$ cat config.mk
export PLATFORM = sky130hd
export DESIGN_NAME = pe_seq_ctrl
export DESIGN_NICKNAME = d
export VERILOG_FILES = /design/src/rtl/pe_seq_ctrl.sv
export SDC_FILE = /design/constraint.sdc
export NUM_CORES = 1
export LEC_CHECK = 0
export CORE_MARGIN = 5
export CORE_UTILIZATION = 55
export CTS_CLUSTER_SIZE = 25
export DETAILED_ROUTE_END_ITERATION = 10
export GPL_TIMING_DRIVEN = 0
export PLACE_DENSITY = 0.79
export REMOVE_ABC_BUFFERS = 1
export SYNTH_ARGS = -nofsm -noshare
export SYNTH_HDL_FRONTEND = slang
export SYNTH_SLANG_ARGS = --single-unit
$ cat constraint.sdc
create_clock -name clk -period 4.95 [get_ports clk]
set_clock_uncertainty 0.15 [all_clocks]
set_input_delay 0.99 -clock clk [delete_from_list [all_inputs] [get_ports clk]]
set_output_delay 0.99 -clock clk [all_outputs]
set_load 0.02 [all_outputs]
$ cat src/rtl/pe_seq_ctrl.sv
// rtl/pe_seq_ctrl.sv - per-PE sequencer for conv (N MACs + bias) and max-pool jobs
module pe_seq_ctrl #(
    parameter int CNT_W   = 8,
    parameter int TIMEOUT = 64
) (
    input  logic             clk,
    input  logic             rst,
    input  logic             start,
    input  logic             mode,
    input  logic [CNT_W-1:0] elem_count,
    input  logic             abort,
    input  logic             in_valid,
    output logic             in_ready,
    input  logic [1:0]       pe_resp,
    output logic             actn_in_sel,
    output logic             wt_in_sel,
    output logic             add_in_sel,
    output logic             pe_out_sel,
    output logic             if_rf_wr_en,
    output logic             wt_rf_wr_en,
    output logic             of_rf_wr_en,
    output logic             mult_en,
    output logic             mult_load,
    output logic             add_en,
    output logic             acc_wr_en,
    output logic             acc_clr,
    output logic             busy,
    output logic             done,
    output logic             err
);

    typedef enum logic [3:0] {
        S_IDLE, S_CLR, S_LOAD, S_MLD, S_MUL, S_ADD, S_ACCW,
        S_BLOAD, S_BADD, S_BACCW, S_OUTW, S_ERR
    } state_t;

    localparam int WD_W = $clog2(TIMEOUT + 1);
    localparam logic [WD_W-1:0] WD_LAST = WD_W'(TIMEOUT - 1);

    state_t           state, state_d;
    logic [CNT_W-1:0] cnt, cnt_d, n_lat, n_d;
    logic             mode_lat, mode_d;
    logic [WD_W-1:0]  wd, wd_d;
    logic             if_arm, if_arm_d, wt_arm, wt_arm_d;

    logic             in_ready_d, actn_in_sel_d, wt_in_sel_d, add_in_sel_d, pe_out_sel_d;
    logic             of_rf_wr_en_d, mult_en_d, mult_load_d, add_en_d, acc_wr_en_d;
    logic             acc_clr_d, busy_d, done_d, err_d;

    logic             hs, wd_hit, waiting_d;
    logic [CNT_W-1:0] cnt_inc;

    // Regfile writes must land in the handshake cycle, so the registered arm is qualified by in_valid.
    assign if_rf_wr_en = if_arm & in_valid;
    assign wt_rf_wr_en = wt_arm & in_valid;

    assign hs      = in_ready & in_valid;
    assign wd_hit  = (wd == WD_LAST);
    assign cnt_inc = cnt + CNT_W'(1);

    always_comb begin
        state_d = state;
        cnt_d   = cnt;
        n_d     = n_lat;
        mode_d  = mode_lat;
        err_d   = err;
        done_d  = 1'b0;

        case (state)
            S_IDLE: begin
                if (start) begin
                    mode_d = mode;
                    n_d    = elem_count;
                    cnt_d  = '0;
                    err_d  = 1'b0;
                    if (!mode)
                        state_d = S_CLR;
                    else if (elem_count == '0)
                        state_d = S_OUTW;
                    else
                        state_d = S_LOAD;
                end
            end
            S_CLR:   state_d = (n_lat != '0) ? S_LOAD : S_BLOAD;
            S_LOAD: begin
                if (hs) begin
                    cnt_d = cnt_inc;
                    if (!mode_lat)
                        state_d = S_MLD;
                    else if (cnt_inc == n_lat)
                        state_d = S_OUTW;
                end
            end
            S_MLD:   state_d = S_MUL;
            S_MUL: begin
                if (pe_resp[0])
                    state_d = S_ADD;
                else if (wd_hit)
                    state_d = S_ERR;
            end
            S_ADD: begin
                if (pe_resp[1])
                    state_d = S_ACCW;
                else if (wd_hit)
                    state_d = S_ERR;
            end
            S_ACCW:  state_d = (cnt < n_lat) ? S_LOAD : S_BLOAD;
            S_BLOAD: if (hs) state_d = S_BADD;
            S_BADD: begin
                if (pe_resp[1])
                    state_d = S_BACCW;
                else if (wd_hit)
                    state_d = S_ERR;
            end
            S_BACCW: state_d = S_OUTW;
            S_OUTW: begin
                state_d = S_IDLE;
                done_d  = 1'b1;
            end
            S_ERR:   state_d = S_IDLE;
            default: state_d = S_IDLE;
        endcase

        // Abort wins over everything, including a start seen in IDLE.
        if (abort) begin
            state_d = S_IDLE;
            cnt_d   = cnt;
            n_d     = n_lat;
            mode_d  = mode_lat;
            err_d   = err;
            done_d  = 1'b0;
        end

        if (state_d == S_ERR)
            err_d = 1'b1;

        waiting_d = (state_d == S_MUL) || (state_d == S_ADD) || (state_d == S_BADD);
        wd_d      = (waiting_d && state_d == state) ? wd + WD_W'(1) : '0;

        // Moore outputs are decoded from the next state and registered alongside it.
        in_ready_d    = (state_d == S_LOAD) || (state_d == S_BLOAD);
        if_arm_d      = (state_d == S_LOAD);
        wt_arm_d      = ((state_d == S_LOAD) && !mode_d) || (state_d == S_BLOAD);
        acc_clr_d     = (state_d == S_CLR);
        mult_load_d   = (state_d == S_MLD);
        mult_en_d     = (state_d == S_MUL);
        add_en_d      = (state_d == S_ADD) || (state_d == S_BADD);
        acc_wr_en_d   = (state_d == S_ACCW) || (state_d == S_BACCW);
        of_rf_wr_en_d = (state_d == S_OUTW);
        busy_d        = (state_d != S_IDLE);

        actn_in_sel_d = actn_in_sel;
        wt_in_sel_d   = wt_in_sel;
        add_in_sel_d  = add_in_sel;
        pe_out_sel_d  = pe_out_sel;
        case (state_d)
            S_LOAD: begin
                actn_in_sel_d = !mode_d;
                if (!mode_d)
                    wt_in_sel_d = 1'b1;
            end
            S_BLOAD: wt_in_sel_d  = 1'b0;
            S_ADD:   add_in_sel_d = 1'b0;
            S_BADD:  add_in_sel_d = 1'b1;
            S_OUTW:  pe_out_sel_d = mode_d;
            default: ;
        endcase
    end

    always_ff @(posedge clk or posedge rst) begin
        if (rst) begin
            state       <= S_IDLE;
            cnt         <= '0;
            n_lat       <= '0;
            mode_lat    <= 1'b0;
            wd          <= '0;
            if_arm      <= 1'b0;
            wt_arm      <= 1'b0;
            in_ready    <= 1'b0;
            actn_in_sel <= 1'b1;
            wt_in_sel   <= 1'b1;
            add_in_sel  <= 1'b0;
            pe_out_sel  <= 1'b0;
            of_rf_wr_en <= 1'b0;
            mult_en     <= 1'b0;
            mult_load   <= 1'b0;
            add_en      <= 1'b0;
            acc_wr_en   <= 1'b0;
            acc_clr     <= 1'b0;
            busy        <= 1'b0;
            done        <= 1'b0;
            err         <= 1'b0;
        end else begin
            state       <= state_d;
            cnt         <= cnt_d;
            n_lat       <= n_d;
            mode_lat    <= mode_d;
            wd          <= wd_d;
            if_arm      <= if_arm_d;
            wt_arm      <= wt_arm_d;
            in_ready    <= in_ready_d;
            actn_in_sel <= actn_in_sel_d;
            wt_in_sel   <= wt_in_sel_d;
            add_in_sel  <= add_in_sel_d;
            pe_out_sel  <= pe_out_sel_d;
            of_rf_wr_en <= of_rf_wr_en_d;
            mult_en     <= mult_en_d;
            mult_load   <= mult_load_d;
            add_en      <= add_en_d;
            acc_wr_en   <= acc_wr_en_d;
            acc_clr     <= acc_clr_d;
            busy        <= busy_d;
            done        <= done_d;
            err         <= err_d;
        end
    end

endmodule

### Word-level counts from Yosys, hierarchy flattened

Cells that the tools add are included.
Widths: inputs -> output; s select.

| cells by class | value |
|---|---|
| add/subtract/negate cells | 2 |
| multipliers | 0 |
| div/mod/pow operators | 0 |
| order comparisons | 1 |
| equality and inequality tests | 28 |
| shift operators | 0 |
| multiplexer cells | 31 |
| bitwise logic cells | 4 |
| reductions and logical operators | 22 |

Operators with widths:

| cell | number |
|---|---|
| $mux 4 | 12 |
| $pmux 4 s10 | 1 |
| $eq 4x3->1 const B | 8 |
| $eq 4x4->1 const B | 7 |
| $eq 4x2->1 const B | 4 |
| $mux 8 | 2 |
| $pmux 8 s2 | 1 |
| $mux 1 | 10 |
| $reduce_bool 2->1 | 5 |
| $add 8x1->8 const B | 1 |
| $eq 4x1->1 const B | 2 |
| $eq 8x8->1 | 1 |
| $logic_not 8->1 | 1 |
| $lt 8x8->1 | 1 |
| $reduce_bool 8->1 | 1 |
| $add 7x1->7 const B | 1 |
| $eq 7x6->1 const B | 1 |
| $mux 7 | 1 |
| $logic_or 1x1->1 | 6 |
| $mux 3 | 2 |
| $ne 2x2->1 const B | 3 |
| $reduce_and 3->1 | 2 |
| $eq 4x4->1 | 1 |
| $logic_not 4->1 | 1 |
| other kinds (9) | 13 |

| storage, ports and cells | value |
|---|---|
| bits in registers | 44 |
| latch bits | 0 |
| RAM bits | 0 |
| ROM bits | 0 |
| input port bits | 16 |
| output and inout port bits | 16 |
| logic and storage cells | 109 |
| memories | 0 |

### Logic depth before layout (Yosys ltp)

| depth | value |
|---|---|
| depth after elaboration | 12 |
| gate-level depth with buffers | 11 |
| gate-level depth less buffers | 9 |

### Worst setup path before layout

No wires, ideal clock.

| path | value |
|---|---|
| kind | input port to flip-flop |
| start | input pe_resp[0] |
| end | register actn_in_sel |
| library setup time | 0.075 ns |
| data arrival time | 2.622 ns |
| required time | 4.725 ns |
| path slack | 2.103 ns |
| stages on the path | 8 |
| path buffers | 1 |
| path through | nor2b_1 -> o32ai_1 -> nand2b_1 -> o21a_1 -> or3_4 -> or3_1 -> buf_6 -> mux2i_1 |

| on the way | value |
|---|---|
| cells in the longest elaborated chain, start to end | 4 |

Ends and longest elaborated chain:

| element | line | source |
|---|---|---|
| start, declared | 14 | `input logic [1:0] pe_resp,` |
| $mux 4 | 96 | `if (pe_resp[0])` |
| $pmux 4 s10 | 69 | `case (state)` |
| $mux 4 | 125 | `if (abort) begin` |
| $eq 4x2->1 | 156 | `case (state_d)` |
| end signal, assigned | 202 | `actn_in_sel <= actn_in_sel_d;` |
| end, declared | 15 | `output logic actn_in_sel,` |

No other way between the ends.
A chain may end at the register's enable or synchronous reset.

### Final worst setup path

| path | value |
|---|---|
| start | input start |
| end | register wd[6] |

| on the way | value |
|---|---|
| cells in the longest elaborated chain, start to end | 8 |
| elaborated cells between the ends (all ways) | 11 |
| classes of those cells | eq/ne: 4; mux: 4; reduce/logical: 3 |

Ends and longest elaborated chain:

| element | line | source |
|---|---|---|
| start, declared | 8 | `input logic start,` |
| $mux 4 (*) | 71 | `if (start) begin` |
| $pmux 4 s10 (*) | 69 |  |
| $mux 4 (*) | 125 |  |
| named net state_d[0] | 40 | `state_t state, state_d;` |
| $eq 4x3->1 | 137 | `waiting_d = (state_d == S_MUL) \|\| (state_d == S_ADD) \|\| (state_d == S_BADD);` |
| $logic_or 1x1->1 (2 in a row) | 137 |  |
| $logic_and 1x1->1 (*) | 138 | `wd_d = (waiting_d && state_d == state) ? wd + WD_W'(1) : '0;` |
| $mux 7 (*) | 138 |  |
| named net wd_d[6] | 43 | `logic [WD_W-1:0] wd, wd_d;` |
| end signal, assigned | 198 | `wd <= wd_d;` |
| end, declared | 43 |  |

The timed path passes the listed nets; every way through them passes the cells marked *.

==> run_results.csv <==
group,metric,value,unit
outcome,run_status,"complete, no violations",
worst_setup_path,timing.rr.end,"pe_out_sel$_DFFE_PP0P_",
die,start_util,0.564,
logic_synthesis,synth_area,2650,um^2
layout,design.final.nets,329,
global_route,grt_pass1_vias,2177,
sta,hold_violations,0,
clock_network,cts_num_sinks,44,
drt,drt-wirelength-per-cell,16.7,um
placement,dpl-instance-area,2960,um^2
hold_path,holdCritPathClass,"reg2reg",
logic_synthesis,post_synth_edffs,0,
sta,finalWorstPathRequiredPeriod,3470,ps
worst_setup_path,cp.arrival,3530,ps
clock_network,cts-buffers-inserted,5,
logic_synthesis,yosys.cell_types.count,62,
logic_synthesis,synth_top_area_cell,"sky130_fd_sc_hd__dfrtp_1",
die,core_area,4690,um^2
power_and_ir_drop,fin_total_pwr,0.000945,W
logic_synthesis,asyncSetResetFlopFracSynth,1.00,
sta,fmaxAchievable,288,MHz
drt,final_antenna_net_count,0,
drt,route.detailed.drc,0,
worst_setup_path,cp_num_buf_inv,1,
sta,tightest_slew,911,ps
drt,post_drt_via_cell_ratio,6.12,
worst_setup_path,worst_path_dominant_cell_family,"compound AO/OA/AOI/OAI gates",
layout,fraction_of_layout_cells_with_a_size_suffix_above_1,0.109,
worst_setup_path,critPathLaunchType,"input pin",
logic_synthesis,synth_warnings,0,
sta,final_count_of_pins_violating_max_slew,0,
drt,detailedRoute.firstPassIterationCount,4,
global_route,grt_first_pass_wirelength,10300,um
die,die-height,79.4,um
die,placement_rows,25,
clock_network,cts_hold_buffers,0,
clock_network,clock_latency,300,ps
sta,grt_setup_unrepaired,"false",
layout,layout.cell_area.non_filler,3090,um^2
run,cap_violations,0,
worst_setup_path,crit_chain,"clkdlybuf4s50_1 -> or3b_1 -> a2111oi_0 -> a31oi_1 -> a31oi_1 -> or4b_1 -> nand4_2 -> a21oi_1",
logic_synthesis,seq_area_frac_synth,0.417,
hold_path,worst_hold_startpoint,"wd[0]$_DFF_PP0_",
worst_setup_path,worst-path-max-fanout,7,
hold_path,hold_path_depth,1,
global_route,grtUsageTotal,0.209,
drt,first_iter_violations,165,
worst_setup_path,worst-endpoint-required,5000,ps
layout,final_core_utilization,0.658,
worst_setup_path,crit-reg2reg-launch,"state[1]$_DFF_PP0_",
die,die-area,6300,um^2
drt,num_vias,2190,
power_and_ir_drop,power-per-cell-area,306,nW/um^2
clock_network,cts_htree_levels,2,
clock_network,clock_input_transition_at_the_sequential_cells_of_the_worst_setup_and_hold_paths,80,ps
die,die_x,79.4,um
logic_synthesis,synth_top_area_share,0.397,
sta,min_period_over_period,0.701,
worst_setup_path,critical-path-slowest-cell,"sky130_fd_sc_hd__clkdlybuf4s50_1",
worst_setup_path,cpMostUsedCell,"sky130_fd_sc_hd__a31oi_1",
sta,endpoints_failing_setup,0,
logic_synthesis,postSynth.topFlopCell,"sky130_fd_sc_hd__dfrtp_1",
logic_synthesis,synth_area_per_cell,9.59,um^2
layout,areaGrowthSynthToFinish,16.6,%
clock_network,cts_tree,"built",
global_route,globalRouteOverflowTotal,0,
sta,tns,0,ps
logic_synthesis,postSynthRegisterBits,44,
logic_synthesis,synth.area.top_cells,"sky130_fd_sc_hd__dfrtp_1 40%, sky130_fd_sc_hd__ha_1 4.7%, sky130_fd_sc_hd__mux2_2 4.3%",
worst_setup_path,worst_r2r_path_depth,7,
clock_network,cts_resized,0,
sta,max_slew_margin,0.392,
layout,n_antenna_cell,0,
clock_network,clk_root_buffer_cell,"sky130_fd_sc_hd__clkbuf_8",
worst_setup_path,critPathMaxStageDelay,540,ps
worst_setup_path,setup.reg_to_reg.worst_slack,1760,ps
die,io_pins,32,
placement,dp.final_hpwl,4350,um
clock_network,max-clock-path-buffers,2,
global_route,number_of_antenna_violations_at_the_first_check_in_global_routing,0,
logic_synthesis,syn-instance-count,276,
global_route,maximum_number_of_pins_on_one_net_before_global_route_repair,45,
power_and_ir_drop,leakage,1.36,nW
placement,place_congestion,0.871,
hold_path,holdPathEnd,"wd[0]$_DFF_PP0_",
power_and_ir_drop,irDropWorstVdd,237,uV
placement,placement.io_buffers,31,
clock_network,postCtsSetupRepairBufs,0,
worst_setup_path,path_class,"in2reg",
drt,postRouteWirelength,5980,um
worst_setup_path,endpoint_kind,"flip-flop",
[cell usage after synthesis, types with 4 or more instances]
cell type / n
sky130_fd_sc_hd__dfrtp_1: 42
sky130_fd_sc_hd__nor2_1: 19
sky130_fd_sc_hd__inv_1: 17
sky130_fd_sc_hd__o21ai_0: 17
sky130_fd_sc_hd__nand2_1: 13
sky130_fd_sc_hd__nand3_1: 12
sky130_fd_sc_hd__ha_1: 10
sky130_fd_sc_hd__mux2_2: 10
sky130_fd_sc_hd__a21oi_1: 9
sky130_fd_sc_hd__nor2b_1: 9
sky130_fd_sc_hd__xnor2_1: 9
sky130_fd_sc_hd__o31ai_1: 7
sky130_fd_sc_hd__clkbuf_1: 6
sky130_fd_sc_hd__and3_1: 5
sky130_fd_sc_hd__nor4_1: 5
sky130_fd_sc_hd__a21o_1: 4
sky130_fd_sc_hd__a31oi_1: 4
sky130_fd_sc_hd__and2_1: 4
sky130_fd_sc_hd__nor3_1: 4
sky130_fd_sc_hd__xor2_1: 4
[metrics by stage]
step | std cells | setup slack (ps) | hold slack (ps)
floorplan | 265 | 2120 | 275
global placement | 350 | 1270 | 291
detailed placement | 350 | 1240 | 304
CTS | 358 | 1520 | 316
global route | 358 | 1340 | 351
finish | 358 | 1480 | 312
[cells in the final DEF, fill, tap and decap left out, types with 3 or more instances in the layout]
cell,count
sky130_fd_sc_hd__a21o_1,4
sky130_fd_sc_hd__a21oi_1,9
sky130_fd_sc_hd__a31oi_1,4
sky130_fd_sc_hd__and2_1,4
sky130_fd_sc_hd__and3_1,5
sky130_fd_sc_hd__and4_1,3
sky130_fd_sc_hd__clkbuf_8,6
sky130_fd_sc_hd__clkdlybuf4s50_1,31
sky130_fd_sc_hd__dfrtp_1,42
sky130_fd_sc_hd__ha_1,10
sky130_fd_sc_hd__inv_1,16
sky130_fd_sc_hd__mux2_2,10
sky130_fd_sc_hd__nand2_1,13
sky130_fd_sc_hd__nand2b_1,3
sky130_fd_sc_hd__nand3_1,12
sky130_fd_sc_hd__nand3b_1,3
sky130_fd_sc_hd__nand4_1,3
sky130_fd_sc_hd__nor2_1,19
sky130_fd_sc_hd__nor2b_1,9
sky130_fd_sc_hd__nor3_1,4
sky130_fd_sc_hd__nor4_1,5
sky130_fd_sc_hd__o21a_1,3
sky130_fd_sc_hd__o21ai_0,17
sky130_fd_sc_hd__o21ai_1,3
sky130_fd_sc_hd__o31ai_1,7
sky130_fd_sc_hd__xnor2_1,9
sky130_fd_sc_hd__xor2_1,4
[how the worst max path moves through the flow]
stage	slack (ps)	from	endpoint	cells past startpoint
floorplan	2120	pe_resp[0]	actn_in_sel$_DFFE_PP1P_	7
global placement	1270	start	wd[6]$_DFF_PP0_	8
detailed placement	1240	start	wd[6]$_DFF_PP0_	8
CTS	1520	in_valid	wt_rf_wr_en	3
global route	1340	start	wd[6]$_DFF_PP0_	8
finish	1480	start	wd[6]$_DFF_PP0_	8
[logic make-up (layout without fill, tap and decap cells)]
family	after synthesis	after routing	synth area share
flip-flops	44	44	0.417
AND/OR/NAND/NOR	100	100	0.218
buffers and inverters	30	58	0.0496
adder cells (fa/ha/maj)	10	10	0.0473
XOR/XNOR	13	13	0.0430
multiplexers	12	12	0.0506
AO/OA/AOI/OAI	67	67	0.175
[cell type report]
class / count / area [um^2]
Clock inverter: 2 / 38.8
Clock buffer: 6 / 82.6
Inverter: 19 / 71.3
Multi-Input combinational cell: 202 / 1410
Sequential cell: 44 / 1100
Tap cell: 54 / 67.6
Fill cell: 413 / 1610
Timing Repair Buffer: 31 / 310
[flip-flops by register name (all words and copies together) (netlist names)]
name,count
wt_in_sel,1
wd,7
acc_clr,1
cnt,8
n_lat,8
err,1
mult_en,1
state,4
wt_arm,1
add_in_sel,1
actn_in_sel,1
add_en,1
of_rf_wr_en,1
if_arm,1
busy,1
in_ready,1
acc_wr_en,1
mode_lat,1
mult_load,1
done,1
pe_out_sel,1
[report_power, final]
part | switching, W | total (W) | internal (W) | leakage, nW
Clock | 0.000126 | 0.000291 | 0.000165 | 0.0614
Sequential | 0.0000468 | 0.000444 | 0.000397 | 0.582
Combinational | 0.000106 | 0.000209 | 0.000103 | 0.713
Total | 0.000279 | 0.000945 | 0.000666 | 1.36
[per-layer routing]
| layer | share of wire | track usage | vias up |
|---|---|---|---|
| li1 | - | - | 1065 |
| met5 | 0 | 0 | - |
| met1 | 0.47 | 0.289 | 1031 |
| met3 | 0.061 | 0.0363 | 13 |
| met2 | 0.45 | 0.322 | 81 |
| met4 | 0.022 | 0.0945 | 0 |
Note: power is estimated with default switching activity, not from simulation.
==> RTL edit, RTL diff (same settings) <==
`CNT_W`: 8 -> 9.
--- a/src/rtl/pe_seq_ctrl.sv
+++ b/src/rtl/pe_seq_ctrl.sv
@@ -2,3 +2,3 @@
 module pe_seq_ctrl #(
-    parameter int CNT_W   = 8,
+    parameter int CNT_W   = 9,
     parameter int TIMEOUT = 64
Interface: changed (resized elem_count); port bits go from 32 to 33. No check against the original RTL was run, so the function may have changed too.
==> RTL edit against the unedited design <==
  * Non-clock buffer count grew 2
  * Area after synthesis rose by 4.4%
  * Power down 1.7%
  * Setup slack got worse by 0.35 ns
  * Routed wire length grew 4.7%
  * Final area up 3.5%
  * Sequential cell count grew 2
  * Highest routed layer unchanged
  * Critical path depth decreased by 1
==> RTL edit: results (changes against the unedited design) <==
stage,metric,value,unit,change
outcome,status,finished clean,,
drt,met2 routed WL,2.938,mm,+9.2%
drt,Met3 Routed Length,379,um,+4.7%
final_layout,biggest regs,"cnt: 9 flops, n_lat: 9 flops, wd: 7 flops",,
setup_path,CP Max Fanout,15,,+8
synthesis,Compound-Gate Fraction of Synth Area,18.03,%,+0.53 points
final_layout,Logic inverters,18,,-1
placement,Setup WS pre-CTS,0.7933,ns,-0.4492 ns
setup_path,Worst EP arrival,3.84,ns,+0.31 ns
final_layout,# fillers,380,,-8.0%
final_layout,Multi-In Gates,201,,-0.50%
final_layout,sequential cell area share,36.13,%,+0.36 points
final_layout,multi-input combinational area share,45.96,%,+0.22 points
placement,# port buffers,32,,+3.2%
drt,WL met1,2.869,mm,+2.9%
grt,pin count of the biggest net entering global routing,30,,-33%
final_layout,fraction of layout cells with a size suffix above 1,9.180,%,-1.7 points
grt,vias in the first global route,2294,,+5.4%
final_layout,non-clock buffer share of cell area,10.66,%,+0.60 points
synthesis,Synth Instances,281,,+1.8%
grt,M2 GR Usage,32.59,%,+0.44 points
power_and_ir_drop,Peak VDD IR,0.0002320,V,-2.3%
final_layout,nets@finish,333,,+1.2%
grt,first-pass GRT wire length,10.98,mm,+6.9%
drt,DR vias/cell,6.099,,-0.29%
synthesis,xor/xnor share of the synthesized area,4.438,%,+0.14 points
synthesis,Adder-Cell Fraction of Synth Area,4.982,%,+0.25 points
sta,worst slew pin tran,0.7466,ns,-0.1646 ns
final_layout,Non-clk bufs,33,,+6.5%
placement,Final GP Congestion,0.8090,,-7.1%
final_layout,Area Growth Syn to Fin,15.58,%,
grt,routing usage on met1,30.47,%,+1.6 points
synthesis,Area contributors post-synth,"dfrtp_1 40%, ha_1 5.0%, mux2_2 4.5%",,
power_and_ir_drop,leakage power,1.371,nW,+1.1%
synthesis,sequential area share after synthesis,41.76,%,+0.055 points
## RTL edit: changes by cell type after synthesis, sizes merged, moves of 5 or more
cell	change
nor2b	-9
clkbuf	+6
nand4b	+5
nand2b	+7
nor2	-10
o21ai	-6
## RTL edit: report_power, final
part / total, mW / leakage, nW / internal, mW / switching [mW]
clock network: 0.217 / 0.0373 / 0.0969 / 0.120
logic: 0.239 / 0.726 / 0.115 / 0.125
registers: 0.472 / 0.608 / 0.421 / 0.0517
total: 0.929 / 1.37 / 0.632 / 0.297
## RTL edit: worst paths after layout
check                                  from     endpoint  slack, ns  depth (start not counted)
worst max-delay path               in_valid        wd[5]       1.13                          7
worst min-delay path            actn_in_sel  actn_in_sel       0.32                          2
worst max register to register     state[1]   pe_out_sel       1.29                          6
worst min register to register  actn_in_sel  actn_in_sel       0.32                          2
max in group asynchronous               rst  actn_in_sel       3.23                          3
min in group asynchronous               rst       cnt[1]       0.85                          2
